File: src/rtl/npc_pkg.sv
// NPC core shared definitions: widths, reset vector, NOP encoding and
// the instruction fetch FSM state encoding.
package npc_pkg;

   localparam int          XLEN         = 32;
   localparam logic [31:0] RESET_VECTOR = 32'h8000_0000;
   localparam logic [31:0] INST_NOP     = 32'h0000_0013;

   typedef enum logic [2:0] {
      IFU_IDLE  = 3'd0,
      IFU_REQ   = 3'd1,
      IFU_WAIT  = 3'd2,
      IFU_DRAIN = 3'd3,
      IFU_HOLD  = 3'd4
   } ifu_state_t;

endpackage

File: src/rtl/ifu_out_buf.sv
// Fetch output buffer: instruction word, its PC and fault flag,
// loaded together when the fetch FSM captures a result.
module ifu_out_buf #(
   parameter int XLEN = 32
) (
   input  logic            clk,
   input  logic            rst,
   input  logic            ld,
   input  logic [XLEN-1:0] d_inst,
   input  logic [XLEN-1:0] d_pc,
   input  logic            d_err,
   output logic [XLEN-1:0] inst,
   output logic [XLEN-1:0] inst_pc,
   output logic            inst_err
);

   always_ff @(posedge clk or posedge rst) begin
      if (rst) begin
         inst     <= '0;
         inst_pc  <= '0;
         inst_err <= 1'b0;
      end else if (ld) begin
         inst     <= d_inst;
         inst_pc  <= d_pc;
         inst_err <= d_err;
      end
   end

endmodule

File: src/rtl/ifu_fetch.sv
// NPC instruction fetch unit: single-outstanding memory read, buffered
// hand-off to decode. Optional macro: IFU_MISALIGN_CHECK_EN.
module ifu_fetch #(
   parameter int XLEN = 32
) (
   input  logic            clk,
   input  logic            rst,
   input  logic [XLEN-1:0] pc,
   input  logic            pc_valid,
   input  logic            flush,
   output logic            pc_adv,
   output logic            req_valid,
   output logic [XLEN-1:0] req_addr,
   input  logic            req_ready,
   input  logic            resp_valid,
   input  logic [XLEN-1:0] resp_data,
   input  logic            resp_err,
   output logic            inst_valid,
   output logic [XLEN-1:0] inst,
   output logic [XLEN-1:0] inst_pc,
   output logic            inst_err,
   input  logic            inst_ready
);

   import npc_pkg::*;

   ifu_state_t      state_q;
   ifu_state_t      state_d;
   logic [XLEN-1:0] addr_q;
   logic            addr_ld;
   logic            misal;
   logic            buf_ld;
   logic [XLEN-1:0] buf_inst;
   logic [XLEN-1:0] buf_pc;
   logic            buf_err;

`ifdef IFU_MISALIGN_CHECK_EN
   assign misal = (pc[1:0] != 2'b00);
`else
   assign misal = 1'b0;
`endif

   always_ff @(posedge clk or posedge rst) begin
      if (rst) begin
         state_q <= IFU_IDLE;
         addr_q  <= '0;
      end else begin
         state_q <= state_d;
         if (addr_ld) addr_q <= pc;
      end
   end

   // Flush is tested first in every state so it beats any handshake.
   always_comb begin
      state_d  = state_q;
      addr_ld  = 1'b0;
      buf_ld   = 1'b0;
      buf_inst = resp_data;
      buf_pc   = addr_q;
      buf_err  = resp_err;
      unique case (state_q)
         IFU_IDLE: begin
            if (pc_valid && !flush) begin
               if (misal) begin
                  buf_ld   = 1'b1;
                  buf_inst = XLEN'(INST_NOP);
                  buf_pc   = pc;
                  buf_err  = 1'b1;
                  state_d  = IFU_HOLD;
               end else begin
                  addr_ld = 1'b1;
                  state_d = IFU_REQ;
               end
            end
         end
         IFU_REQ: begin
            if (flush)
               state_d = req_ready ? IFU_DRAIN : IFU_IDLE;
            else if (req_ready)
               state_d = IFU_WAIT;
         end
         IFU_WAIT: begin
            if (flush) begin
               state_d = resp_valid ? IFU_IDLE : IFU_DRAIN;
            end else if (resp_valid) begin
               buf_ld  = 1'b1;
               state_d = IFU_HOLD;
            end
         end
         IFU_DRAIN: begin
            if (resp_valid) state_d = IFU_IDLE;
         end
         IFU_HOLD: begin
            if (flush || inst_ready) state_d = IFU_IDLE;
         end
         default: state_d = IFU_IDLE;
      endcase
   end

   assign req_valid  = (state_q == IFU_REQ);
   assign req_addr   = {addr_q[XLEN-1:2], 2'b00};
   assign inst_valid = (state_q == IFU_HOLD);
   assign pc_adv     = inst_valid & inst_ready & ~flush;

   ifu_out_buf #(
      .XLEN (XLEN)
   ) u_buf (
      .clk      (clk),
      .rst      (rst),
      .ld       (buf_ld),
      .d_inst   (buf_inst),
      .d_pc     (buf_pc),
      .d_err    (buf_err),
      .inst     (inst),
      .inst_pc  (inst_pc),
      .inst_err (inst_err)
   );

endmodule
File: config.mk
export PLATFORM = sky130hd
export DESIGN_NAME = ifu_fetch
export DESIGN_NICKNAME = d
export VERILOG_FILES = /design/src/rtl/npc_pkg.sv /design/src/rtl/ifu_out_buf.sv /design/src/rtl/ifu_fetch.sv
export SDC_FILE = /design/constraint.sdc
export NUM_CORES = 1
export LEC_CHECK = 0
export CORE_MARGIN = 4
export CORE_UTILIZATION = 38
export DETAILED_ROUTE_END_ITERATION = 8
export PLACE_DENSITY = 0.74
export SYNTH_ARGS = -nofsm -noshare
export SYNTH_HDL_FRONTEND = slang
export SYNTH_SLANG_ARGS = --single-unit
File: constraint.sdc
create_clock -name clk -period 3 [get_ports clk]
set_input_delay 0.6 -clock clk [delete_from_list [all_inputs] [get_ports clk]]
set_output_delay 0.6 -clock clk [all_outputs]
set_load 0.01 [all_outputs]
==> flow_metrics.tcl <==
set metrics [dict create \
    die_area_sq_mm 0.01364 \
    vdd_drop_max_mv 0.5814 \
    gp_congestion 0.7712 \
    wl_um 9686 \
    fill_cells 926 \
    setup_ws_ns 0.3629 \
    synth.top_cell.area_share_pct 55.63 \
    hold_buffers 0 \
    met2RoutedLength_um 4793 \
    r2r-start "state_q[2]" \
    ys_ff_latch 100 \
    holdPathEnd "u_buf.inst[12]" \
    numCtsBuffers 9 \
    io_pins 172 \
    post_dp_cell_area_sq_mm 0.006091 \
    routedWlPerCell_um 17.17 \
    r2r_setup_slack_ns 1.16 \
    synthArstFlopShare_pct 100.0 \
    place_hpwl_um 6862 \
    synth_warnings 0 \
    htreeDepth 3 \
    wl_met1_um 4027 \
    reg2reg_depth 4 \
    hold_path.startpoint "u_buf.inst[12]" \
    p_per_area_mw_per_mm2 1041 \
    synthTopCellsByArea "dfrtp_1, mux2_4, buf_4" \
    die_w_um 116.8 \
    yosysSeqAreaShare_pct 55.63 \
    synth_area_sq_mm 0.004498 \
    die_h_um 116.8 \
    top_layer "met4" \
    worst_setup_path_start_kind "input port" \
    finalHoldViolations 0 \
    grt_usage_pct 14.67 \
    finalCritPeriodShare_pct 87.90 \
    final_cells 564 \
    drt_iter0_markers 143 \
    maxCapViolations 0 \
    holdWs_ns 0.5073 \
    tightest_slew_ns 0.5285 \
    post-place-ws_ns 0.3611 \
    clkLatencyLatePin_ns 0.34 \
    ant_nets 0 \
    detail_route.first_pass.iterations 4 \
    via_per_inst 4.576 \
    setup_viol 0 \
    min_path_cells 1 \
    diodes 0 \
    cts.repair.resized 0 \
    max_clock_freq_ghz 0.3792 \
    criticalPathCategory "input port to output port" \
    fin_tns_setup_ns 0 \
    fin_crit_ns 2.637 \
    p_leak_nw 2.828 \
    drcViolationCount 0 \
    critPathRequiredTime_ns 2.40 \
    synthCells 275 \
    clock-sinks 100 \
    rsz0062_at_grt "no" \
    hold_class "flop to flop" \
    layout-drive-gt1-share_pct 29.69 \
    syn_area_per_cell_sq_um 16.36 \
    cp.arrival_ns 2.04 \
    grt_start_max_net_pins 101 \
    antenna_found_initial 0 \
    yosys.cell_count.top_type "dfrtp_1" \
    overflow 0 \
    syn2layout_area_growth_pct 41.84 \
    stdcell_area_sq_mm 0.006380 \
    grt_pass1_vias 2870 \
    outcome "finished clean" \
    routed-wl-met3_um 765 \
    yosysTopAreaCell "dfrtp_1" \
    synthTopCellsByCount "dfrtp_1, mux2_4, buf_4" \
    path_max_fanout 3 \
    ctsLongestPathBuffers 2 \
    io_buffers 169 \
    r2r-end "u_buf.inst[17]" \
    synth_edf_count 0 \
    clk_pin_slew_ns 0.06 \
    ys_types 30 \
    floorplan.rows 39 \
    skew_ns 0.005568 \
    clk_root_buffer_cell "clkbuf_16" \
    crit_path_end_kind "output port" \
    slew_headroom_pct 64.76 \
    grt_pass1_wl_um 15230 \
    ys.flop_type "dfrtp_1" \
    post_cts_buffers 0 \
    slew_violations 0 \
    cts_tree "yes" \
    fin_nets 489 \
    core_area_sq_mm 0.01152 \
    num_vias 2581 \
    start_util_pct 39.06 \
    dp.cells 549 \
]
==> per-stage QoR <==
stage | utilization, % | power [mW]
finish | 55.40 | 6.641
global route | 55.40 | 7.030
CTS | 55.40 | 6.746
detailed placement | 52.89 | 5.569
global placement | 52.89 | 5.485
floorplan | - | 4.229
==> worst max-delay path, cell delays in order <==
cell             delay, ns
clkdlybuf4s50_1       0.45
nor2_2                0.17
and4b_1               0.24
clkdlybuf4s50_1       0.57
==> kinds of logic after synthesis <==
logic type             after synthesis  share of synthesized area (%)
muxes                               98                          31.21
DFF                                100                          55.63
AOI/OAI and AO/OA                    9                          1.669
and+or+nand+nor                     19                          2.837
buffers and inverters               48                          8.567
other                                1                        0.08337
==> cell usage in the layout (no fill, tap or decap), drive strengths merged, types with 2 or more instances in the layout <==
master | netlist | layout
clkdlybuf4s50 | 0 | 169
dfrtp | 100 | 100
mux2 | 98 | 98
clkbuf | 0 | 14
buf | 45 | 6
nor2 | 5 | 5
nand3b | 2 | 2
inv | 3 | 2
nor3b | 2 | 2
a21oi | 2 | 2
nor2b | 2 | 2
conb | 1 | 2
nor3 | 2 | 2
==> per-layer routing <==
| metal | vias up | GRT usage [%] |
|---|---|---|
| met4 | 0 | 4.128 |
| li1 | 1194 | - |
| met2 | 98 | 23.70 |
| met1 | 1281 | 17.86 |
| met3 | 8 | 6.581 |
| met5 | - | 0 |
==> layout make-up <==
class                      instances  area [sq um]  area share, %
multi-input combinational        128          1620          25.40
clock buffer                      14         284.0          4.452
inverter                           3         15.01         0.2353
tap                              143         178.9          2.804
clock inverter                     1         5.005        0.07845
timing repair buffer             175          1774          27.81
sequential                       100          2502          39.22
==> flip-flops by register name (all words and copies together) (netlist names) <==
| register | flops |
|---|---|
| u_buf.inst_pc | 32 |
| addr_q | 32 |
| u_buf.inst_err | 1 |
| state_q | 3 |
| u_buf.inst | 32 |
==> report_power, final <==
group	switching, mW	internal, mW	leakage, nW	total, mW
clock	0.478	0.648	0.145	1.13
combinational	0.965	2.08	1.46	3.04
sequential	0.459	2.02	1.23	2.47
total	1.90	4.74	2.83	6.64
==> how the worst max path moves through the flow <==
stage	from	endpoint	slack, ns	cells after the start
6_report	flush	pc_adv	0.36	4
2_1_floorplan	rst	addr_q[0]	1.21	1
5_1_grt	flush	pc_adv	0.30	4
3_5_place_dp	flush	pc_adv	0.36	4
4_1_cts	flush	pc_adv	0.36	4
3_3_place_gp	flush	pc_adv	0.40	4
Note: power is estimated with default switching activity, not from simulation.
